File: config.mk
export PLATFORM = sky130hd
export DESIGN_NAME = mult_rr_sched_flat
export DESIGN_NICKNAME = d
export VERILOG_FILES = /design/src/rtl/mult_pkg.sv /design/src/rtl/mult_rr_sched_if.sv /design/src/rtl/rr_pick.sv /design/src/rtl/mult_rr_sched.sv /design/src/flat_wrapper.sv
export SDC_FILE = /design/constraint.sdc
export NUM_CORES = 1
export LEC_CHECK = 0
export ABC_AREA = 1
export CORE_AREA = 2 2 182 184
export CTS_CLUSTER_SIZE = 30
export DETAILED_ROUTE_END_ITERATION = 8
export DIE_AREA = 0 0 184 186
export GPL_TIMING_DRIVEN = 0
export PLACE_DENSITY_LB_ADDON = 0.1
export SYNTH_ARGS = -nofsm -noshare
export SYNTH_HDL_FRONTEND = slang
export SYNTH_SLANG_ARGS = --single-unit
File: constraint.sdc
create_clock -name clock -period 6.3 [get_ports clock]
set_clock_uncertainty 0.05 [all_clocks]
set_input_delay 0.63 -clock clock [delete_from_list [all_inputs] [get_ports clock]]
set_output_delay 0.63 -clock clock [all_outputs]
set_load 0.05 [all_outputs]
File: src/rtl/mult_pkg.sv
`default_nettype none
// ============================================================================
//  Module      : mult_pkg
//  Description : Shared definitions for the round-robin multiplier scheduler.
//                State encoding, default operand width / timeout limit and
//                the product-width helper.
//  Revision    : 1.0 - initial release
// ============================================================================
package mult_pkg;

    localparam int C_DEF_WIDTH   = 32;
    localparam int C_DEF_MAX_LAT = 40;
    localparam int C_DEF_PROD_W  = 2 * C_DEF_WIDTH;

    typedef enum logic [1:0] {
        IDLE = 2'd0,
        BUSY = 2'd1,
        GAP  = 2'd2
    } state_t;

    // Full signed product of two width-bit operands.
    function automatic int prod_width(input int width);
        return 2 * width;
    endfunction

endpackage
`default_nettype wire

File: src/rtl/mult_rr_sched_if.sv
`default_nettype none
// ============================================================================
//  Module      : mult_rr_sched_if
//  Description : Requester-side bus of the multiplier scheduler.
//                req/req_a/req_b : request level and per-requester operands
//                gnt             : one-hot accept pulse
//                rsp_*           : one-hot response pulse plus product,
//                                  latency and timeout flag
//                slave  modport  : scheduler side
//                master modport  : requester side
//  Revision    : 1.0 - initial release
// ============================================================================
interface mult_rr_sched_if
    import mult_pkg::*;
#(
    parameter int N_REQ = 4,
    parameter int WIDTH = C_DEF_WIDTH,
    parameter int CNT_W = 6
);

    logic [N_REQ-1:0]       req;
    logic [N_REQ*WIDTH-1:0] req_a;
    logic [N_REQ*WIDTH-1:0] req_b;
    logic [N_REQ-1:0]       gnt;
    logic [N_REQ-1:0]       rsp_valid;
    logic [2*WIDTH-1:0]     rsp_prod;
    logic [CNT_W-1:0]       rsp_lat;
    logic                   rsp_timeout;

    modport slave (
        input  req, req_a, req_b,
        output gnt, rsp_valid, rsp_prod, rsp_lat, rsp_timeout
    );

    modport master (
        output req, req_a, req_b,
        input  gnt, rsp_valid, rsp_prod, rsp_lat, rsp_timeout
    );

endinterface
`default_nettype wire

File: src/rtl/rr_pick.sv
`default_nettype none
// ============================================================================
//  Module      : rr_pick
//  Description : Combinational round-robin select. Finds the first set bit of
//                req at or after ptr, wrapping at N_REQ.
//                req   : request vector
//                ptr   : highest-priority position (must be < N_REQ)
//                grant : one-hot winner
//                idx   : binary index of the winner
//                any   : at least one request present
//  Revision    : 1.0 - initial release
// ============================================================================
module rr_pick #(
    parameter int N_REQ = 4,
    parameter int PTR_W = 2
) (
    input  logic [N_REQ-1:0] req,
    input  logic [PTR_W-1:0] ptr,
    output logic [N_REQ-1:0] grant,
    output logic [PTR_W-1:0] idx,
    output logic             any
);

    localparam int SUM_W = PTR_W + 1;

    // ptr < N_REQ and offset < N_REQ, so one subtraction is enough to wrap.
    logic [SUM_W-1:0] w_sum;
    logic [PTR_W-1:0] w_pos;

    always_comb begin
        grant = '0;
        idx   = '0;
        any   = 1'b0;
        w_sum = '0;
        w_pos = '0;
        for (int i = 0; i < N_REQ; i++) begin
            w_sum = {1'b0, ptr} + SUM_W'(i);
            if (w_sum >= SUM_W'(N_REQ)) begin
                w_sum = w_sum - SUM_W'(N_REQ);
            end
            w_pos = w_sum[PTR_W-1:0];
            if (!any && req[w_pos]) begin
                any          = 1'b1;
                grant[w_pos] = 1'b1;
                idx          = w_pos;
            end
        end
    end

endmodule
`default_nettype wire

File: src/rtl/mult_rr_sched.sv
`default_nettype none
// ============================================================================
//  Module      : mult_rr_sched
//  Description : Round-robin scheduler sharing one variable-latency multiplier
//                between N_REQ requesters. Grants one request, holds start and
//                operands until the multiplier reports valid (or MAX_LAT BUSY
//                cycles elapse), returns product/latency/timeout to the owner,
//                then inserts one GAP cycle so start always re-rises.
//                clock/reset : clock, asynchronous active-high reset
//                bus         : requester bus (slave side)
//                busy        : high in BUSY and GAP
//                m_*         : multiplier start/operands out, product/valid in
//  Revision    : 1.0 - initial release
// ============================================================================
module mult_rr_sched
    import mult_pkg::*;
#(
    parameter int N_REQ   = 4,
    parameter int WIDTH   = C_DEF_WIDTH,
    parameter int MAX_LAT = C_DEF_MAX_LAT,
    parameter int CNT_W   = 6
) (
    input  wire logic                      clock,
    input  wire logic                      reset,
    mult_rr_sched_if.slave                 bus,
    output logic                           busy,
    output logic                           m_start,
    output logic [WIDTH-1:0]               m_mlier,
    output logic [WIDTH-1:0]               m_mcand,
    input  wire logic [prod_width(WIDTH)-1:0] m_prodt,
    input  wire logic                      m_valid
);

    localparam int PTR_W  = $clog2(N_REQ);
    localparam int PROD_W = prod_width(WIDTH);

    state_t             r_state, w_state;
    logic [PTR_W-1:0]   r_ptr, w_ptr;
    logic [PTR_W-1:0]   r_owner, w_owner;
    logic [CNT_W-1:0]   r_lat, w_lat;
    logic [N_REQ-1:0]   r_gnt, w_gnt;
    logic [N_REQ-1:0]   r_rsp_valid, w_rsp_valid;
    logic [PROD_W-1:0]  r_rsp_prod, w_rsp_prod;
    logic [CNT_W-1:0]   r_rsp_lat, w_rsp_lat;
    logic               r_rsp_timeout, w_rsp_timeout;
    logic               r_busy, w_busy;
    logic               r_m_start, w_m_start;
    logic [WIDTH-1:0]   r_m_mlier, w_m_mlier;
    logic [WIDTH-1:0]   r_m_mcand, w_m_mcand;

    logic [N_REQ-1:0]   w_pick_oh;
    logic [PTR_W-1:0]   w_pick_idx;
    logic               w_pick_any;

    rr_pick #(
        .N_REQ (N_REQ),
        .PTR_W (PTR_W)
    ) u_rr_pick (
        .req   (bus.req),
        .ptr   (r_ptr),
        .grant (w_pick_oh),
        .idx   (w_pick_idx),
        .any   (w_pick_any)
    );

    always_ff @(posedge clock or posedge reset) begin
        if (reset) begin
            r_state       <= IDLE;
            r_ptr         <= '0;
            r_owner       <= '0;
            r_lat         <= '0;
            r_gnt         <= '0;
            r_rsp_valid   <= '0;
            r_rsp_prod    <= '0;
            r_rsp_lat     <= '0;
            r_rsp_timeout <= 1'b0;
            r_busy        <= 1'b0;
            r_m_start     <= 1'b0;
            r_m_mlier     <= '0;
            r_m_mcand     <= '0;
        end else begin
            r_state       <= w_state;
            r_ptr         <= w_ptr;
            r_owner       <= w_owner;
            r_lat         <= w_lat;
            r_gnt         <= w_gnt;
            r_rsp_valid   <= w_rsp_valid;
            r_rsp_prod    <= w_rsp_prod;
            r_rsp_lat     <= w_rsp_lat;
            r_rsp_timeout <= w_rsp_timeout;
            r_busy        <= w_busy;
            r_m_start     <= w_m_start;
            r_m_mlier     <= w_m_mlier;
            r_m_mcand     <= w_m_mcand;
        end
    end

    always_comb begin
        w_state       = r_state;
        w_ptr         = r_ptr;
        w_owner       = r_owner;
        w_lat         = r_lat;
        w_gnt         = '0;
        w_rsp_valid   = '0;
        w_rsp_prod    = r_rsp_prod;
        w_rsp_lat     = r_rsp_lat;
        w_rsp_timeout = r_rsp_timeout;
        w_busy        = r_busy;
        w_m_start     = r_m_start;
        w_m_mlier     = r_m_mlier;
        w_m_mcand     = r_m_mcand;

        case (r_state)
            IDLE: begin
                if (w_pick_any) begin
                    w_gnt     = w_pick_oh;
                    w_owner   = w_pick_idx;
                    // Operands are captured only on the grant edge.
                    for (int i = 0; i < N_REQ; i++) begin
                        if (w_pick_oh[i]) begin
                            w_m_mlier = bus.req_a[i*WIDTH +: WIDTH];
                            w_m_mcand = bus.req_b[i*WIDTH +: WIDTH];
                        end
                    end
                    w_m_start = 1'b1;
                    w_busy    = 1'b1;
                    w_lat     = CNT_W'(1);
                    w_state   = BUSY;
                end
            end

            BUSY: begin
                // A valid on the limit edge still counts as a real result.
                if (m_valid || (r_lat == CNT_W'(MAX_LAT))) begin
                    w_rsp_prod           = m_valid ? m_prodt : '0;
                    w_rsp_lat            = r_lat;
                    w_rsp_timeout        = !m_valid;
                    w_rsp_valid[r_owner] = 1'b1;
                    w_m_start            = 1'b0;
                    w_ptr                = (r_owner == PTR_W'(N_REQ - 1)) ? '0
                                                                          : r_owner + PTR_W'(1);
                    w_state              = GAP;
                end else begin
                    w_lat = r_lat + CNT_W'(1);
                end
            end

            GAP: begin
                w_busy  = 1'b0;
                w_state = IDLE;
            end

            default: begin
                w_busy    = 1'b0;
                w_m_start = 1'b0;
                w_state   = IDLE;
            end
        endcase
    end

    assign bus.gnt         = r_gnt;
    assign bus.rsp_valid   = r_rsp_valid;
    assign bus.rsp_prod    = r_rsp_prod;
    assign bus.rsp_lat     = r_rsp_lat;
    assign bus.rsp_timeout = r_rsp_timeout;
    assign busy            = r_busy;
    assign m_start         = r_m_start;
    assign m_mlier         = r_m_mlier;
    assign m_mcand         = r_m_mcand;

endmodule
`default_nettype wire

File: src/flat_wrapper.sv
// flat-port wrapper written by rule: the top's interface ports become plain ports
module mult_rr_sched_flat import mult_pkg::*;
#(
    parameter int N_REQ   = 4,
    parameter int WIDTH   = C_DEF_WIDTH,
    parameter int MAX_LAT = C_DEF_MAX_LAT,
    parameter int CNT_W   = 6
)
  (clock, reset, busy, m_start, m_mlier, m_mcand, m_prodt, m_valid, bus_req, bus_req_a, bus_req_b, bus_gnt, bus_rsp_valid, bus_rsp_prod, bus_rsp_lat, bus_rsp_timeout);
  mult_rr_sched_if #(.N_REQ(N_REQ), .WIDTH(WIDTH), .CNT_W(CNT_W)) bus_i ();
  input  wire logic clock;
  input  wire logic reset;
  output logic busy;
  output logic m_start;
  output logic [WIDTH-1:0] m_mlier;
  output logic [WIDTH-1:0] m_mcand;
  input  wire logic [prod_width(WIDTH)-1:0] m_prodt;
  input  wire logic m_valid;
  input wire logic [$bits(bus_i.req)-1:0] bus_req;
  input wire logic [$bits(bus_i.req_a)-1:0] bus_req_a;
  input wire logic [$bits(bus_i.req_b)-1:0] bus_req_b;
  output wire logic [$bits(bus_i.gnt)-1:0] bus_gnt;
  output wire logic [$bits(bus_i.rsp_valid)-1:0] bus_rsp_valid;
  output wire logic [$bits(bus_i.rsp_prod)-1:0] bus_rsp_prod;
  output wire logic [$bits(bus_i.rsp_lat)-1:0] bus_rsp_lat;
  output wire logic [$bits(bus_i.rsp_timeout)-1:0] bus_rsp_timeout;
  assign bus_i.req = bus_req;
  assign bus_i.req_a = bus_req_a;
  assign bus_i.req_b = bus_req_b;
  assign bus_gnt = bus_i.gnt;
  assign bus_rsp_valid = bus_i.rsp_valid;
  assign bus_rsp_prod = bus_i.rsp_prod;
  assign bus_rsp_lat = bus_i.rsp_lat;
  assign bus_rsp_timeout = bus_i.rsp_timeout;
  mult_rr_sched #(.N_REQ(N_REQ), .WIDTH(WIDTH), .MAX_LAT(MAX_LAT), .CNT_W(CNT_W)) u_core (.clock(clock), .reset(reset), .bus(bus_i), .busy(busy), .m_start(m_start), .m_mlier(m_mlier), .m_mcand(m_mcand), .m_prodt(m_prodt), .m_valid(m_valid));
endmodule
==> impl_metrics.json <==
{
  "clockRootBuffer": "clkbuf_16",
  "slew_violations": 0,
  "drt-pass1-iter-count": 6,
  "min_period_ps": 3199,
  "clock_sinks": 157,
  "gp_congestion": 0.9327,
  "synthToLayoutAreaGrowth_pct": 64.30,
  "ioPinCount": 472,
  "fin_cells": 2153,
  "synth_compound_area_frac": 0.1169,
  "antenna_found_initial": 3,
  "final-hold-violation-count": 0,
  "ys.flop_type": "dfrtp_1",
  "fmax_mhz": 312.6,
  "synth_cells": 1240,
  "final_cell_area_sq_um": 15000,
  "grt_use_total": 0.2186,
  "drc": 0,
  "worstReg2RegStart": "u_core.r_ptr[1]",
  "cts_buffer_depth": 2,
  "placed_cells": 2120,
  "dieWidth_microns": 184,
  "synth.distinct_cells": 27,
  "avgSynthCellArea_sq_um": 7.361,
  "slew_headroom": 0.5175,
  "startpoint": "u_core.r_ptr[1]",
  "leakagePower_nw": 7.533,
  "drtIter0Drc": 497,
  "ant_nets": 0,
  "drive_above_1_share": 0.06479,
  "htreeDepth": 4,
  "rsz0062_at_grt": "no",
  "yosys_warnings": 0,
  "arrival_ps": 3470,
  "synthAdderAreaFrac": 0.01645,
  "post_cts_resize_count": 0,
  "synth_seq_area_share": 0.4304,
  "core_sq_um": 32210,
  "initial_core_util": 0.2834,
  "cts_made_buffers": 17,
  "power_density_nw_per_um2": 648.4,
  "grt_max_degree": 80,
  "whs_ps": 427.2,
  "io_buffers": 471,
  "num_rows": 66,
  "num_vias": 9841,
  "cp_data_required_time_ps": 6570,
  "tightest_slew_ps": 721.0,
  "final_common_cell": "clkdlybuf4s50_1",
  "fin_crit_sh": 0.5079,
  "die_h_microns": 186,
  "synth_top_family_by_area": "simple AND/OR/NAND/NOR gates",
  "hold_start": "u_core.m_mcand[0]",
  "worstSetupStartpointType": "register",
  "status": "finished, final reports clean",
  "gr-total-overflow": 0,
  "total_power_mw": 9.723,
  "grt_pass1_wl_microns": 56630,
  "postPlaceCellArea_sq_um": 14390,
  "synth_edf_count": 0,
  "cp_max_fo": 10,
  "end_kind": "register",
  "cts_hold_buffers": 0,
  "pre_cts_slack_ps": 3032,
  "ir_worst_vdd_uv": 320.2,
  "drv_cap": 0,
  "syn-cell-area_sq_um": 9128,
  "ys_async_sr_fraction": 1.000,
  "synth-simple-area-share": 0.2980,
  "tns_ps": 0,
  "grt_pass1_vias": 9779,
  "finalNetCount": 2070,
  "final_util": 0.4657,
  "synthMuxAreaShare": 0,
  "routed_wl_microns": 38180,
  "final_cell_mix": "clkdlybuf4s50_1, nand2_1, inv_1, nand3_1, dfrtp_1",
  "layout_setup_ws_ps": 3101,
  "die-area_sq_um": 34220,
  "path_clk_slew_ps": 70,
  "synth.net_count": 1579,
  "routed_via_density": 4.571,
  "hold_path_class": "register to register",
  "clock_latency_ps": 430,
  "cts_tree": "built",
  "wl_per_cell_microns": 17.73,
  "ys_ff_latch": 157,
  "dp_hpwl_microns": 29540,
  "setup_violations": 0,
  "yosys.area_share.xor_xnor": 0,
  "worstSetupPathType": "register to register",
  "postCtsSetupBuffers": 0
}
-- registers in the layout, indices dropped and copies added, names as in the netlist --
name,cells
u_core.bus.rsp_prod,64
u_core.m_mcand,32
u_core.m_mlier,32
u_core.bus.rsp_lat,6
u_core.r_lat,6
u_core.bus.gnt,4
u_core.bus.rsp_valid,4
u_core.r_owner,2
u_core.r_ptr,2
u_core.r_state,2
u_core.bus.rsp_timeout,1
u_core.busy,1
u_core.m_start,1
-- synth_stat cells (2+ instances only) --
cell type | number | share of area
nand2_4 | 2 | 0.0025
o21ai_0 | 17 | 0.0093
nor2_2 | 3 | 0.0021
inv_1 | 223 | 0.092
dfrtp_1 | 157 | 0.43
nor2_1 | 18 | 0.0074
nand3_1 | 188 | 0.10
buf_1 | 4 | 0.0016
nand2_2 | 2 | 0.0014
nand3_2 | 23 | 0.025
buf_2 | 33 | 0.018
nand2_1 | 370 | 0.15
inv_2 | 3 | 0.0012
clkbuf_1 | 26 | 0.011
a21oi_1 | 72 | 0.039
buf_6 | 12 | 0.015
ha_1 | 12 | 0.016
a22o_1 | 64 | 0.061
nand4_1 | 3 | 0.0021
-- path summary, 6_finish.rpt --
| kind | endpoint | slack, ps | depth (start not counted) |
|---|---|---|---|
| worst max register to register | u_core.m_mcand[13] | 3100 | 13 |
| worst max-delay path | u_core.m_mcand[13] | 3100 | 13 |
| worst min register to register | u_core.m_mcand[0] | 430 | 2 |
| worst min-delay path | u_core.m_mcand[0] | 430 | 2 |
| min in group asynchronous | u_core.bus.rsp_prod[2] | 620 | 2 |
| max in group asynchronous | u_core.m_mcand[4] | 4760 | 3 |
-- cell families after synthesis --
logic type / Yosys count
buffers and inverters: 301
and+or+nand+nor: 610
AOI/OAI and AO/OA: 160
adders and majority gates: 12
DFF: 157
-- area by class of cell --
cell class / instances / area (sq um)
diodes: 1 / 2.502
fillers: 3284 / 17210
well taps: 408 / 510.5
inverters: 226 / 855.8
clock inverters: 11 / 146.4
flip-flops and latches: 157 / 3929
repair buffers: 472 / 4742
plain buffers: 75 / 412.9
clock buffers: 21 / 460.4
multi-input cells: 782 / 3938
-- where the power goes --
group          total (mW)  internal (mW)  leakage [nW]  switching [mW]
clock network        1.10          0.620         0.299           0.475
registers            1.74           1.49          1.97           0.252
logic                6.88           2.29          5.27            4.59
total                9.72           4.40          7.53            5.32
-- layer usage --
| metal | vias up | global-route usage | wire length, microns |
|---|---|---|---|
| met5 | - | 0 | 0 |
| met4 | 0 | 0.06304 | 618 |
| met3 | 35 | 0.05537 | 2733 |
| met2 | 329 | 0.3802 | 18960 |
| met1 | 4579 | 0.2672 | 15860 |
| li1 | 4898 | - | - |
-- worst max-delay path: stages, from the launching register on --
cell	delay (ps)
dfrtp_1	490
inv_1	220
ha_1	430
inv_1	100
nand3_1	80
nand2_1	90
nor2_2	220
a21oi_1	100
nand3_1	160
buf_2	360
clkbuf_1	450
nand2_1	150
nand3_1	120
nand2_1	50
(Power assumes the default switching activity.)
